$ cat src/rtl/vx_wb_arbiter.sv
// Writeback bus master: round-robin arbitration over commit ports with atomic
// sop..eop bursts, feeding a registered one-beat-per-cycle writeback bus.
module vx_wb_arbiter #(
  parameter int NUM_INPUTS  = 4,
  parameter int NUM_THREADS = 4,
  parameter int XLEN        = 32,
  parameter int NR_BITS     = 6,
  parameter int UUID_WIDTH  = 1,
  parameter int ISSUE_WIS_W = 2,
  parameter int CU_WIS_W    = 2,
  parameter int DATAW       = UUID_WIDTH + ISSUE_WIS_W + NUM_THREADS + XLEN + NR_BITS
                              + NUM_THREADS * XLEN + 2 + CU_WIS_W
) (
  input  logic                        clk,
  input  logic                        reset,
  input  logic [NUM_INPUTS-1:0]       in_valid,
  input  logic [NUM_INPUTS*DATAW-1:0] in_data,
  output logic [NUM_INPUTS-1:0]       in_ready,
  output logic                        wb_valid,
  output logic [DATAW-1:0]            wb_data,
  output logic [31:0]                 perf_stalls,
  output logic                        proto_err
);

  localparam int IDX_W = (NUM_INPUTS > 1) ? $clog2(NUM_INPUTS) : 1;

  typedef enum logic {
    ST_IDLE   = 1'b0,
    ST_LOCKED = 1'b1
  } state_e;

  state_e                state_q, state_d;
  logic [IDX_W-1:0]      lock_idx_q, lock_idx_d;
  logic [IDX_W-1:0]      rr_ptr_q, rr_ptr_d;
  logic                  wb_valid_q, wb_valid_d;
  logic [DATAW-1:0]      wb_data_q, wb_data_d;
  logic [31:0]           perf_stalls_q, perf_stalls_d;
  logic                  proto_err_q, proto_err_d;

  logic [NUM_INPUTS-1:0] ready_s;
  logic [IDX_W-1:0]      grant_idx_s;
  logic [IDX_W-1:0]      cand_s;
  logic                  found_s;
  logic                  hit_s;
  logic                  fire_s;
  logic                  stall_s;
  logic [DATAW-1:0]      grant_data_s;
  logic                  sop_s;
  logic                  eop_s;

  function automatic logic [IDX_W-1:0] next_idx(input logic [IDX_W-1:0] idx);
    if (idx == IDX_W'(NUM_INPUTS - 1)) begin
      next_idx = {IDX_W{1'b0}};
    end else begin
      next_idx = idx + IDX_W'(1);
    end
  endfunction

  // Grant selection: locked port while a burst is open, else first valid from rr_ptr.
  always_comb begin
    ready_s     = {NUM_INPUTS{1'b0}};
    grant_idx_s = rr_ptr_q;
    cand_s      = rr_ptr_q;
    found_s     = 1'b0;
    hit_s       = 1'b0;
    if (!reset) begin
      ready_s = {NUM_INPUTS{1'b0}};
    end else if (state_q == ST_LOCKED) begin
      grant_idx_s          = lock_idx_q;
      ready_s[lock_idx_q]  = 1'b1;
    end else begin
      for (int i = 0; i < NUM_INPUTS; i++) begin
        hit_s       = ~found_s & in_valid[cand_s];
        grant_idx_s = hit_s ? cand_s : grant_idx_s;
        found_s     = found_s | hit_s;
        cand_s      = next_idx(cand_s);
      end
      ready_s[grant_idx_s] = found_s;
    end
  end

  assign fire_s       = |(in_valid & ready_s);
  assign stall_s      = |(in_valid & ~ready_s);
  assign grant_data_s = in_data[grant_idx_s*DATAW +: DATAW];
  assign sop_s        = grant_data_s[CU_WIS_W+1];
  assign eop_s        = grant_data_s[CU_WIS_W];

  // Next-state: burst lock tracking, pointer update, protocol checks, output beat.
  always_comb begin
    state_d       = state_q;
    lock_idx_d    = lock_idx_q;
    rr_ptr_d      = rr_ptr_q;
    proto_err_d   = proto_err_q;
    wb_valid_d    = fire_s;
    wb_data_d     = fire_s ? grant_data_s : wb_data_q;
    perf_stalls_d = (stall_s && (perf_stalls_q != 32'hFFFF_FFFF)) ? perf_stalls_q + 32'd1
                                                                   : perf_stalls_q;
    if (fire_s) begin
      case (state_q)
        ST_IDLE: begin
          rr_ptr_d    = next_idx(grant_idx_s);
          proto_err_d = proto_err_q | ~sop_s;
          if (sop_s && !eop_s) begin
            state_d    = ST_LOCKED;
            lock_idx_d = grant_idx_s;
          end else begin
            state_d = ST_IDLE;
          end
        end
        ST_LOCKED: begin
          // A stray sop inside a burst is flagged but its eop still decides the lock.
          proto_err_d = proto_err_q | sop_s;
          if (eop_s) begin
            state_d  = ST_IDLE;
            rr_ptr_d = next_idx(lock_idx_q);
          end else begin
            state_d = ST_LOCKED;
          end
        end
        default: begin
          state_d = ST_IDLE;
        end
      endcase
    end else begin
      state_d = state_q;
    end
  end

  // State and output registers.
  always_ff @(posedge clk or negedge reset) begin
    if (!reset) begin
      state_q       <= ST_IDLE;
      lock_idx_q    <= {IDX_W{1'b0}};
      rr_ptr_q      <= {IDX_W{1'b0}};
      wb_valid_q    <= 1'b0;
      wb_data_q     <= {DATAW{1'b0}};
      perf_stalls_q <= 32'd0;
      proto_err_q   <= 1'b0;
    end else begin
      state_q       <= state_d;
      lock_idx_q    <= lock_idx_d;
      rr_ptr_q      <= rr_ptr_d;
      wb_valid_q    <= wb_valid_d;
      wb_data_q     <= wb_data_d;
      perf_stalls_q <= perf_stalls_d;
      proto_err_q   <= proto_err_d;
    end
  end

  assign in_ready    = ready_s;
  assign wb_valid    = wb_valid_q;
  assign wb_data     = wb_data_q;
  assign perf_stalls = perf_stalls_q;
  assign proto_err   = proto_err_q;

endmodule

$ cat config.mk
export PLATFORM = sky130hd
export DESIGN_NAME = vx_wb_arbiter
export DESIGN_NICKNAME = d
export VERILOG_FILES = /design/src/rtl/vx_wb_arbiter.sv
export SDC_FILE = /design/constraint.sdc
export NUM_CORES = 1
export LEC_CHECK = 0
export ABC_AREA = 1
export ABC_CLOCK_PERIOD_IN_PS = 3970
export CAP_MARGIN = 10
export CORE_AREA = 5 5 360 362
export DETAILED_ROUTE_END_ITERATION = 10
export DIE_AREA = 0 0 365 367
export GPL_TIMING_DRIVEN = 0
export PLACE_DENSITY = 0.36
export SYNTH_ARGS = -nofsm -noshare
export SYNTH_HDL_FRONTEND = slang
export SYNTH_SLANG_ARGS = --single-unit
$ cat constraint.sdc
create_clock -name clk -period 3.97 [get_ports clk]
set_clock_uncertainty 0.05 [all_clocks]
set_input_delay 0.794 -clock clk [delete_from_list [all_inputs] [get_ports clk]]
set_output_delay 0.794 -clock clk [all_outputs]
set_load 0.01 [all_outputs]
======== Word level (Yosys, flattened, before mapping) ========
Index checks and enable logic that the tools add are counted.
W data, S select, Z words.
word-level totals
  register bits after elaboration ......... 216
  input bits .............................. 714
  output and inout port bits .............. 215
  word-level logic and storage cells ...... 92
cells by class
  $add $sub $neg .......................... 6
  multipliers ............................. 1
  magnitude comparators ................... 8
  equality and inequality tests ........... 7
  shift operators ......................... 1
  multiplexer cells ....................... 36
  bitwise logic cells ..................... 17
  reduce and logical (&&, ||, !) cells .... 9
operators with widths
  operator                 count
  $shiftx A708 B11 Y177    1
  $mux W2                  17
  $add A32 B1 Y32 const B  1
  $ne A32 B32 Y1 const B   1
  $lt A2 B3 Y1 const B     6
  $and A4 B4 Y4            3
  $add A2 B1 Y2 const B    5
  $eq A2 B2 Y1 const B     5
  $mul A2 B8 Y10 const B   1
  $bmux W1 S2              4
  $mux W1                  8
  $mux W4                  2
  $reduce_or A4 Y1         2
  $not A1 Y1               5
  $or A1 B1 Y1             5
  $demux W1 S2             2
  $ge A2 B1 Y1 const B     2
  $logic_and A1 B1 Y1      4
  $not A4 Y4               1
  $pmux W1 S2              2
  $pmux W2 S2              1
  $and A1 B1 Y1            3
  $reduce_and A3 Y1        1
  $ne A2 B1 Y1 const B     1
  other kinds (2)          2

======== Longest topological paths before layout ========
  word-level depth ........................ 27
  depth in mapped cells ................... 23
  gate-level depth less buffers ........... 22

======== Worst setup path after synthesis ========
No wires, ideal clock.
  path type ............................... reg2reg
  from .................................... register rr_ptr_q[0]
  to ...................................... register rr_ptr_q[1]
  arrival ................................. 2676 ps
  required time ........................... 3803 ps
  path slack .............................. 1127 ps
  stages on the path, launching flop included .. 18
  buffers on the path ..................... 2
  cells stage by stage .................... dfrtp_1 -> ha_1 -> inv_2 -> nand2_1 -> nand2_1 -> nor2_1 -> nor2_1 -> nand3_2 -> nand3_1 -> nand3_2 -> a21oi_4 -> buf_2 -> buf_2 -> ha_1 -> nand2_1 -> nand2_1 -> nand3_1 -> nand2_1
RTL lines
  item                                                  RTL line  RTL
  from (decl)                                           34        logic [IDX_W-1:0] rr_ptr_q, rr_ptr_d;
  from (signal assigned)                                134       rr_ptr_q <= {IDX_W{1'b0}};
  from (signal assigned)                                142       rr_ptr_q <= rr_ptr_d;
  $add A2 B1 Y2 / $eq A2 B2 Y1 (equally long branches)  55, 52
  $mux W2                                               52        if (idx == IDX_W'(NUM_INPUTS - 1)) begin
  $mux W2                                               68        end else if (state_q == ST_LOCKED) begin
  $mux W2                                               66        if (!reset) begin
  $add A2 B1 Y2 / $eq A2 B2 Y1 (equally long branches)  55, 52
  $mux W2                                               52
  $mux W2                                               68
  $mux W2                                               66
  [... 7 more ...]                                      n/a
  $mux W2 (*)                                           74        grant_idx_s = hit_s ? cand_s : grant_idx_s;
  $mux W2 (*)                                           68
  $mux W2 (*)                                           66
  via grant_idx_s[1]                                    41        logic [IDX_W-1:0] grant_idx_s;
  $mul A2 B8 Y10                                        84        assign grant_data_s = in_data[grant_idx_s*DATAW +: DATAW];
  $shiftx A708 B11 Y177                                 84
  $ne A2 B1 Y1 (no line)                                n/a
  $reduce_and A2 Y1 (no line)                           n/a
Mark *: on every way through the listed nets, which the timed path passes. The rest lies on a longest branch. The select of a mux whose other input is x is not followed.
A chain may end at the register's enable or synchronous reset.

======== Worst setup path after layout ========
  from .................................... input in_valid[3]
  to ...................................... output in_ready[3]
between the ends
  cells in the longest elaborated chain, start to end .. 18
RTL lines
  item                                                                       RTL line  RTL
  from (decl)                                                                16        input logic [NUM_INPUTS-1:0] in_valid,
  $bmux W1 S2                                                                73        hit_s = ~found_s & in_valid[cand_s];
  $mux W1 (implied by the code)                                              73
  $not A1 Y1                                                                 73
  $and A1 B1 Y1                                                              73
  $or A1 B1 Y1                                                               75        found_s = found_s | hit_s;
  $not A1 Y1                                                                 73
  $and A1 B1 Y1                                                              73
  $or A1 B1 Y1                                                               75
  [... 2 more ...]                                                           n/a
  $mux W2                                                                    74
  $lt A2 B3 Y1 (implied by the code) / $ge A2 B1 Y1 (equally long branches)  78        ready_s[grant_idx_s] = found_s;
  $logic_and A1 B1 Y1 (implied by the code)                                  78
  $mux W1 (implied by the code)                                              78
  $demux W1 S2                                                               78
  $and A4 B4 Y4 (no line) (*)                                                n/a
  $mux W4 (*)                                                                68
  $mux W4 (*)                                                                66
  to (decl)                                                                  18        output logic [NUM_INPUTS-1:0] in_ready,
Every way passes the cells marked *; elsewhere a longest branch is shown, timed or not. The select of a mux whose other input is x is not followed.

==> flow_summary_export.csv <==
group,metric,value,unit
status,outcome,"completed",
setup_path,critPathMaxFanout,6,
setup_path,cp-start-kind,"input port",
synth,synthesis.area,15500,um2
layout,syn2layout_area_growth,82.4,%
floorplanning,initial_core_util,12.2,%
setup_path,slowest_delay,570,ps
timing,rsz0062_at_grt,"false",
floorplanning,die_height,367,um
setup_path,worstSetupPathType,"input port to output port",
setup_path,critPathSlowestCell,"clkdlybuf4s50_1",
synth,ys_ff_latch,216,
layout,regArea,5410,um2
clocking,cts_root_buf,"clkbuf_16",
clocking,cts_buffer_depth,3,
layout,fin_nets,4082,
grt,antenna_found_initial,37,
setup_path,critPathArrivalTime,3000,ps
timing,final_max_slew_viol_count,0,
timing,tightest_slew,703,ps
power,powerDensity,838,nW/um2
clocking,clkSinkCount,216,
placement,port-buffer-count,928,
grt,grt_overflow,0,
route,avgViaCountPerCell,3.92,
floorplanning,ios,929,
timing,relSlewSlack,53.1,%
grt,grt_pass1_vias,20800,
route,detail_route.wl_per_cell,24.3,um
setup_path,crit_family,"simple AND/OR/NAND/NOR gates",
floorplanning,num_rows,131,
route,antenna_left,0,
timing,period_share,96.8,%
layout,n_fill_cell,14400,
synth,yosys_warnings,0,
route,finalWirelength,123,mm
setup_path,required,3130,ps
route,drt_iter0_markers,1119,
clocking,insertion_delay,550,ps
clocking,htreeDepth,2,
setup_path,crit_top_cell,"nand2_1",
placement,gp_congestion,0.854,
route,vias,19800,
layout,fin_area,28200,um2
flow_run,max-cap-violations,0,
clocking,cts_buffers,34,
power,p_total,23.6,mW
setup_path,critPathBufInv,5,
setup_path,end_kind,"output port",
placement,hpwl,103,mm
synth,synth.area.top_cells,"dfrtp_1 (35%), nand2_1 (30%), o2bb2ai_1 (9.9%), nor2_1 (5.2%), o21ai_0 (4.0%)",
setup_path,crit_chain,"clkdlybuf4s50_1 -> nand2_1 -> nand3_1 -> nand2_1 -> inv_2 -> nor2_4 -> nand3_2 -> nand3_1 -> nand3_2 -> nand2_1 -> inv_2 -> nand2_1 -> inv_1 -> clkdlybuf4s15_2",
floorplanning,die_area,134000,um2
synth,synth.top_cell.area_share,35.0,%
clocking,clk_pin_slew,60,ps
synth,synthCells,2392,
timing,post-route-min-period,3840,ps
synth,ys_seq_area_share,35.0,%
timing,setup_viol,0,
timing,fin_worst_hold_slack,99.7,ps
worst_hold_path,min_path_type,"input port to async pin",
timing,hold_viol,0,
layout,drive_gt1_share,6.89,%
route,first_pass_iters,5,
synth,synth_fp_nets,3113,
setup_path,reg2reg_slack,280,ps
route,drc_errors,0,
synth,synth_largest_area_cell,"dfrtp_1",
synth,ys_types,35,
power,vdd_ir_drop_max,0.000260,V
grt,grt_pass1_wl,165,mm
placement,placed_area,26900,um2
floorplanning,core_area,126000,um2
floorplanning,die_x,365,um
timing,timing.fmax,0.260,GHz
layout,multiInputGateArea,9020,um2
power,p_leak,12.6,nW
clocking,cts_tree,"yes",
grt,grt_max_degree,89,
grt,gr-usage-all-layers,17.5,%
synth,syn_avg_cell_area,6.46,um2
[sequential cells by signal, indices dropped and copies added, names as in the netlist]
| signal | cells |
|---|---|
| proto_err | 1 |
| wb_data | 177 |
| perf_stalls | 32 |
| wb_valid | 1 |
| state_q | 1 |
| lock_idx_q | 2 |
| rr_ptr_q | 2 |
[worst paths after layout]
kind / from / to / depth (start not counted)
max: in_valid[3] / in_ready[3] / 14
min: reset / wb_data[87]$_DFFE_PN0P_ / 1
max reg2reg: rr_ptr_q[0]$_DFFE_PN0P_ / wb_data[172]$_DFFE_PN0P_ / 20
min reg2reg: wb_data[78]$_DFFE_PN0P_ / wb_data[78]$_DFFE_PN0P_ / 2
max in group asynchronous: reset / perf_stalls[20]$_DFFE_PN0P_ / 2
min in group clk: wb_data[78]$_DFFE_PN0P_ / wb_data[78]$_DFFE_PN0P_ / 2
[metrics by stage]
stage / util (%) / std cells / worst slack [ps] / setup TNS [ps]
finish: 22.3 / 5057 / 128 / 0
floorplan: - / 2392 / 1130 / 0
global route: 22.3 / 5049 / 14.6 / 0
CTS: 22.2 / 5043 / 3.83 / 0
detailed placement: 21.3 / 4984 / -1040 / -91900
global placement: 21.2 / 4982 / -10940 / -4297250
[synth_stat cells]
cell type,count
nand2_1,1238
dfrtp_1,216
nor2_1,216
o2bb2ai_1,175
o21ai_0,124
buf_2,94
nand3_1,66
o21ai_1,56
inv_1,37
clkbuf_1,26
buf_4,25
xor2_1,25
nor3_1,16
buf_6,13
nor4_1,9
nand4_1,8
ha_1,7
clkbuf_2,6
nand2_2,5
xnor2_1,5
a21oi_1,4
inv_2,4
nand3_2,3
inv_4,2
nor2_2,2
a21oi_4,1
clkinv_1,1
nand2_4,1
nand3b_1,1
nor2_4,1
nor2_8,1
o21bai_1,1
o31ai_1,1
or2_0,1
or2_2,1
[placed cells by master (no fill, tap or decap), drive strengths merged]
cell type / count
a21oi: 5
buf: 137
bufinv: 3
clkbuf: 85
clkdlybuf4s15: 3
clkdlybuf4s50: 922
clkinv: 1
clkinvlp: 3
dfrtp: 216
diode: 12
dlymetal6s2s: 1
ha: 7
inv: 44
nand2: 1244
nand3: 69
nand3b: 1
nand4: 8
nor2: 220
nor3: 16
nor4: 9
o21ai: 180
o21bai: 1
o2bb2ai: 175
o31ai: 1
or2: 2
xnor2: 5
xor2: 25
[cell families (layout without fill, tap and decap cells)]
kind of cell               count (synthesis)  count (layout)  share of synthesized area, %
and+or+nand+nor                         1569            1569                          39.5
AOI/OAI and AO/OA                        362             362                          16.1
DFF                                      216             216                          35.0
buffers and inverters                    208            1199                          7.13
xor gates and xnor gates                  30              30                          1.70
adders and majority gates                  7               7                         0.567
other                                      0              12                             0
[timing repair]
| item | CTS | global route |
|---|---|---|
| pin swaps | 1 | 0 |
| gates resized for setup | 28 | 13 |
| setup endpoints to repair | 122 | 20 |
| hold buffers | 0 | 0 |
| endpoints found under the hold margin | 0 | 0 |
| buffers inserted | 1 | 2 |
[final cells by class]
| cell class | count | area share, % |
|---|---|---|
| plain buffers | 164 | 3.37 |
| repair buffers | 933 | 33.3 |
| multi-input cells | 1968 | 32.0 |
| inverters | 44 | 0.613 |
| diodes | 12 | 0.107 |
| clock inverters | 7 | 0.431 |
| well taps | 1662 | 7.38 |
| flip-flops and latches | 216 | 19.2 |
| clock buffers | 51 | 3.64 |
[routing by layer]
metal | global-route usage, % | up-vias | part of all wire [%]
li1 | - | 9681 | -
met1 | 20.3 | 9268 | 40
met2 | 30.7 | 719 | 49
met3 | 5.48 | 140 | 7.9
met4 | 5.51 | 22 | 3.4
met5 | 0 | - | 0.12
[report_power, final]
| part | internal, mW | total, mW | leakage (nW) | switching [mW] |
|---|---|---|---|---|
| Sequential | 3.23 | 3.77 | 2.74 | 0.543 |
| Clock | 1.97 | 3.20 | 0.552 | 1.23 |
| Combinational | 5.78 | 16.6 | 9.27 | 10.9 |
Note: power is estimated with default switching activity, not from simulation.
